<file path="src/rtl/kbd_event_ctrl.sv">
// kbd_event_ctrl
//   Memory-mapped keyboard event controller. Each rising edge of dataReady
//   captures {shift, keyCode} into a small circular FIFO. Software pops events
//   through DATA, checks fill level and overflow through STATUS, and sets
//   enable / irq_en (or flushes the FIFO) through CTRL. The block also owns
//   the 12-bit LED register.
//
//   Register window (byte offsets from BASE, full 32-bit decode):
//     +0  STATUS  [0]=empty [1]=full [2]=overflow (W1C) [8 +: AW+1]=count
//     +4  DATA    [31]=valid [10:8]=shift [7:0]=keyCode; a read pops
//     +8  CTRL    [0]=enable [1]=irq_en [2]=flush (write-only strobe)
//     +12 LED     [11:0]
//
//   Ports:
//     clk_pix    system clock, rising edge
//     rst_n      asynchronous active-low reset
//     MemWrite   CPU store strobe
//     MemRead    CPU load strobe (qualifies the DATA pop)
//     dataAddr   CPU byte address
//     WriteData  CPU store data
//     ReadData   combinational read data
//     keyCode    scan code, valid while dataReady is high
//     dataReady  keyboard event level, synchronous to clk_pix
//     shift      modifier state, captured with keyCode
//     led        LED register output
//     irq        level interrupt: irq_en and FIFO not empty

module kbd_event_ctrl #(
  parameter int          DEPTH = 8,
  parameter logic [31:0] BASE  = 32'h1C0
) (
  input  logic        clk_pix,
  input  logic        rst_n,
  input  logic        MemWrite,
  input  logic        MemRead,
  input  logic [31:0] dataAddr,
  input  logic [31:0] WriteData,
  output logic [31:0] ReadData,
  input  logic [7:0]  keyCode,
  input  logic        dataReady,
  input  logic [2:0]  shift,
  output logic [11:0] led,
  output logic        irq
);

  localparam int AW = $clog2(DEPTH);
  localparam logic [AW:0] FULL_COUNT = (AW+1)'(DEPTH);

  logic [10:0]   mem [DEPTH];
  logic [AW-1:0] rdPtr;
  logic [AW-1:0] wrPtr;
  logic [AW:0]   count;
  logic          drQ;
  logic          enable;
  logic          irqEn;
  logic          overflow;
  logic [11:0]   ledReg;

  logic selStatus, selData, selCtrl, selLed;
  logic empty, full;
  logic pushReq, popReq, flush;
  logic doPush, doPop, overflowSet, overflowClr;

  assign selStatus = (dataAddr == BASE);
  assign selData   = (dataAddr == BASE + 32'd4);
  assign selCtrl   = (dataAddr == BASE + 32'd8);
  assign selLed    = (dataAddr == BASE + 32'd12);

  assign empty = (count == '0);
  assign full  = (count == FULL_COUNT);

  assign pushReq = dataReady & ~drQ & enable;
  assign popReq  = MemRead & selData & ~empty;
  assign flush   = MemWrite & selCtrl & WriteData[2];

  // Flush wins over both sides. A push into a full FIFO only succeeds when a
  // pop frees the head slot on the same edge; otherwise it is dropped and
  // flagged as overflow.
  assign doPush      = pushReq & ~flush & (~full | popReq);
  assign doPop       = popReq & ~flush;
  assign overflowSet = pushReq & ~flush & full & ~popReq;
  assign overflowClr = MemWrite & selStatus & WriteData[2];

  always_ff @(posedge clk_pix or negedge rst_n) begin
    if (!rst_n) begin
      rdPtr    <= '0;
      wrPtr    <= '0;
      count    <= '0;
      drQ      <= 1'b0;
      enable   <= 1'b1;
      irqEn    <= 1'b0;
      overflow <= 1'b0;
      ledReg   <= '0;
    end else begin
      drQ <= dataReady;

      if (flush) begin
        rdPtr <= '0;
        wrPtr <= '0;
        count <= '0;
      end else begin
        if (doPush) wrPtr <= wrPtr + 1'b1;
        if (doPop)  rdPtr <= rdPtr + 1'b1;
        unique case ({doPush, doPop})
          2'b10:   count <= count + 1'b1;
          2'b01:   count <= count - 1'b1;
          default: count <= count;
        endcase
      end

      // Set beats a same-cycle W1C so no overflow event is silently lost.
      if (flush)            overflow <= 1'b0;
      else if (overflowSet) overflow <= 1'b1;
      else if (overflowClr) overflow <= 1'b0;

      if (MemWrite && selCtrl) begin
        enable <= WriteData[0];
        irqEn  <= WriteData[1];
      end

      if (MemWrite && selLed) ledReg <= WriteData[11:0];
    end
  end

  // Storage is deliberately not reset; count/pointers define what is valid.
  always_ff @(posedge clk_pix) begin
    if (doPush) mem[wrPtr] <= {shift, keyCode};
  end

  always_comb begin
    ReadData = '0;
    if (selStatus) begin
      ReadData[0]          = empty;
      ReadData[1]          = full;
      ReadData[2]          = overflow;
      ReadData[8 +: AW+1]  = count;
    end else if (selData) begin
      if (!empty) ReadData = {1'b1, 20'b0, mem[rdPtr]};
    end else if (selCtrl) begin
      ReadData = {30'b0, irqEn, enable};
    end else if (selLed) begin
      ReadData = {20'b0, ledReg};
    end
  end

  assign led = ledReg;
  assign irq = irqEn & ~empty;

  logic unusedWriteData;
  assign unusedWriteData = ^{WriteData[31:12], WriteData[3]};

endmodule

</file>
<file path="config.mk">
export PLATFORM = sky130hd
export DESIGN_NAME = kbd_event_ctrl
export DESIGN_NICKNAME = d
export VERILOG_FILES = /design/src/rtl/kbd_event_ctrl.sv
export SDC_FILE = /design/constraint.sdc
export NUM_CORES = 1
export LEC_CHECK = 0
export BUFFER_PORTS_ARGS = -buffer_cell sky130_fd_sc_hd__buf_2
export CAP_MARGIN = 40
export CORE_ASPECT_RATIO = 1.25
export CORE_MARGIN = 4
export CORE_UTILIZATION = 25
export DETAILED_ROUTE_END_ITERATION = 6
export PLACE_DENSITY = 0.55
export SLEW_MARGIN = 0
export SYNTH_ARGS = -nofsm -noshare
export SYNTH_HDL_FRONTEND = slang
export SYNTH_SLANG_ARGS = --single-unit
</file>
<file path="constraint.sdc">
create_clock -name clk_pix -period 3.1 [get_ports clk_pix]
set_clock_uncertainty 0.1 [all_clocks]
set_input_delay 0 -clock clk_pix [delete_from_list [all_inputs] [get_ports clk_pix]]
set_output_delay 0 -clock clk_pix [all_outputs]
set_load 0.005 [all_outputs]
</file>
==> run_results.csv <==
group,metric,value,unit
run_status,status,"finished clean",
logic_synthesis,ys_seq_elements,114,
sta,setup_total_negative_slack,0,ps
layout,layout-drive-gt1-share,36.65,%
clock_tree,clk_pin_slew,60,ps
worst_setup_path,r2r_slack,310,ps
logic_synthesis,postSynthAreaPerCell,15.26,um^2
layout,layout.area.seq,3294,um^2
layout,multi_input_comb_area,1709,um^2
drt,dr_total_vias,3413,
place,detailedPlace.worstSlack,142.3,ps
hold_path,hold_path.class,"primary input to async pin",
logic_synthesis,synthCells,338,
sta,setup_viol,0,
place,number_of_port_buffers,85,
grt,global_route_wire_length_before_repair,19870,um
sta,unrepaired_setup_endpoints_after_global_routing,"no",
clock_tree,cts_tree,"yes",
worst_setup_path,crit_path_start_kind,"flip-flop",
worst_setup_path,worst-r2r-cell-count,7,
worst_setup_path,setup.worst_path.start,"count[0]",
drt,detail_route.wirelength.met1,5148,um
worst_setup_path,critical_path.endpoint_type,"flip-flop",
clock_tree,cts.repair_timing.setup_buffer_count,0,
place,post-place-cells,692,
drt,drt.antenna.violating_nets,0,
sta,final_hold_violations,0,
worst_setup_path,endpoint,"mem[2][5]",
clock_tree,cts-root-to-sink-buffers,2,
power_and_ir_drop,vdd.ir_drop.worst,0.2744,mV
logic_synthesis,synth.lib_cells_used.distinct,54,
floorplanning,core_ar,20170,um^2
worst_setup_path,worst-setup-path-type,"flip-flop to flip-flop",
layout,final_net_count,554,
power_and_ir_drop,p_comb_share,2.8,%
clock_tree,cts-root-buf,"clkbuf_16",
power_and_ir_drop,static-leakage-power,0.002610,uW
layout,finalCoreUtilization,33.79,%
place,dp_hpwl,8965,um
sta,fin_crit,2786,ps
sta,layout_worst_path_cycle_share,89.88,%
grt,antenna_violations_before_repair,1,
sta,maxClockFrequency,358.9,MHz
power_and_ir_drop,switchingPower,751.3,uW
logic_synthesis,synthesis.area,5157,um^2
worst_setup_path,timing.critical_path.fanout_max,11,
clock_tree,clock_insertion_delay_worst_skew,400,ps
drt,drt_pre_antenna_iters,5,
floorplanning,top_level_ports,125,
drt,drt_drc_violations_left,0,
drt,top_metal_layer_carrying_routed_signals,"met4",
logic_synthesis,synth_edf_count,88,
floorplanning,placement_rows,58,
logic_synthesis,synth.yosys.warnings,0,
grt,grtUsageTotal,11.27,%
logic_synthesis,synth_ff_type,"edfxtp_1",
grt,grt_pass1_vias,3627,
worst_setup_path,rr_endpoint,"mem[2][5]",
job,drv_cap,0,
power_and_ir_drop,cellPowerDensity,546.2,nW/um^2
power_and_ir_drop,reg_power_share,44.3,%
clock_tree,htree_num_levels,4,
place,placement.cell_area,5917,um^2
power_and_ir_drop,clock_share_of_power,52.9,%
clock_tree,cts_buffers,17,
power_and_ir_drop,p_int,2972,uW
floorplanning,die_width,136.5,um
sta,measured_slew_at_the_worst_slew_check_pin,808.1,ps
floorplanning,initial_core_util,25.56,%
power_and_ir_drop,power.share.switching,20.18,%
grt,grt_overflow,0,
sta,worst_slack,313.8,ps
drt,dr_wl_met3,742,um
clock_tree,cts.sinks,114,
layout,syn_to_final_growth,32.17,%
drt,drt-wirelength-per-cell,16.83,um
floorplanning,chipHeight,168.6,um
layout,instances_no_fill,754,
place,gpl.final_weighted_congestion,0.8164,
floorplanning,area_of_the_die,23010,um^2
layout,filler_cell_count,1968,
logic_synthesis,postSynth.asyncResetShare,22.81,%
sta,report.final.slew_viol_count,0,
drt,vias_per_cell,4.527,
grt,maximum_number_of_pins_on_one_net_before_global_route_repair,27,
logic_synthesis,synth_sequential_area_ratio,63.88,%
layout,post_route_cell_area,6817,um^2
worst_setup_path,critical_path_arrival,2780,ps
drt,routed-wl-met2,6591,um
worst_setup_path,crit-reg2reg-launch,"count[0]",
drt,route.final.wire_length,12690,um
drt,drtIter0Drc,211,
worst_setup_path,cp_data_required_time,3090,ps
sta,worst_slew_margin_rel,46.13,%
==> cells by family (layout without fill, tap and decap cells) <==
logic type	after synthesis	after routing	synth area share [%]
adder cells (fa/ha/maj)	4	4	0.9704
multiplexers	48	48	15.02
other	1	20	0.07271
AND/OR/NAND/NOR	82	82	9.316
AO/OA/AOI/OAI	43	43	5.410
flip-flops	114	114	63.88
buffers and inverters	42	169	4.658
XOR/XNOR	4	4	0.6794
==> flip-flops by register name (all words and copies together), names as in the netlist <==
signal,cells
mem,88
led,12
count,4
rdPtr,3
wrPtr,3
drQ,1
enable,1
irqEn,1
overflow,1
==> Yosys cell counts, types with 7 or more instances <==
library cell	number	area (um^2)
nor2_1	11	41.29
nand2_1	10	37.54
buf_4	19	142.6
nand3_1	12	60.06
mux4_2	22	495.5
clkbuf_1	9	33.78
dfrtp_1	25	625.6
edfxtp_1	88	2643
mux2_2	15	168.9
nor4_1	7	43.79
o21ai_0	13	65.06
a21oi_1	9	45.04
mux2i_1	11	110.1
==> cells in the final DEF (no fill, tap or decap), types with 6 or more instances in the layout <==
| cell type | instances |
|---|---|
| edfxtp_1 | 88 |
| buf_2 | 85 |
| dlygate4sd3_1 | 29 |
| dfrtp_1 | 25 |
| mux4_2 | 22 |
| conb_1 | 19 |
| clkbuf_16 | 17 |
| buf_4 | 17 |
| mux2_2 | 15 |
| o21ai_0 | 13 |
| nand3_1 | 12 |
| nor2_1 | 11 |
| mux2i_1 | 11 |
| nand2_1 | 10 |
| a21oi_1 | 9 |
| or4_1 | 6 |
| nor4_1 | 6 |
| inv_1 | 6 |
| nor3_1 | 6 |
==> how the worst min path moves through the flow <==
stage | slack [ps] | depth (start not counted) | end
after floorplan | -400 | 0 | count[0]
after global placement | -40 | 1 | led[11]
after detailed placement | -20 | 1 | led[11]
after CTS | 80 | 2 | led[0]
after global routing | 140 | 2 | led[0]
final | 50 | 2 | led[0]
==> per-stage QoR <==
step           power (uW)  hold slack (ps)
6_report             3723            49.79
5_1_grt              3843            135.9
4_1_cts              3761            81.09
3_5_place_dp         1758           -21.21
3_3_place_gp         1753           -44.18
2_1_floorplan        1712           -395.6
==> per-layer routing <==
layer | up-vias | track usage, %
li1 | 1577 | -
met1 | 1688 | 12.65
met2 | 128 | 20.38
met3 | 20 | 3.032
met4 | 0 | 3.858
met5 | - | 0
==> worst max-delay path, stage by stage (launching register included) <==
cell     delay, ps
dfrtp_1        490
or4_1          220
nor2b_1        230
and3_1         450
a21o_1         210
nand3_1        180
nor4b_2        300
buf_4          280
==> power by group through the flow <==
| stage | Combinational, uW | Clock (uW) | Sequential, uW |
|---|---|---|---|
| CTS | 105 | 2010 | 1650 |
| finish | 104 | 1970 | 1650 |
| global placement | 72.8 | 0 | 1680 |
| detailed placement | 78.0 | 0 | 1680 |
| global route | 118 | 2080 | 1650 |
| floorplan | 31.7 | 0 | 1680 |
==> repair_timing <==
action                    in CTS  in global routing
hold buffers                  29                  0
hold endpoints to repair     131                  0
gates resized for setup        0                  0
==> area by class of cell <==
class | count | area share (%)
inverter | 6 | 0.3304
clock inverter | 15 | 2.662
sequential | 114 | 48.33
multi-input combinational | 200 | 25.07
antenna | 1 | 0.03671
timing repair buffer | 131 | 12.37
clock buffer | 17 | 6.241
tap | 270 | 4.956
Note: power is estimated with default switching activity, not from simulation.
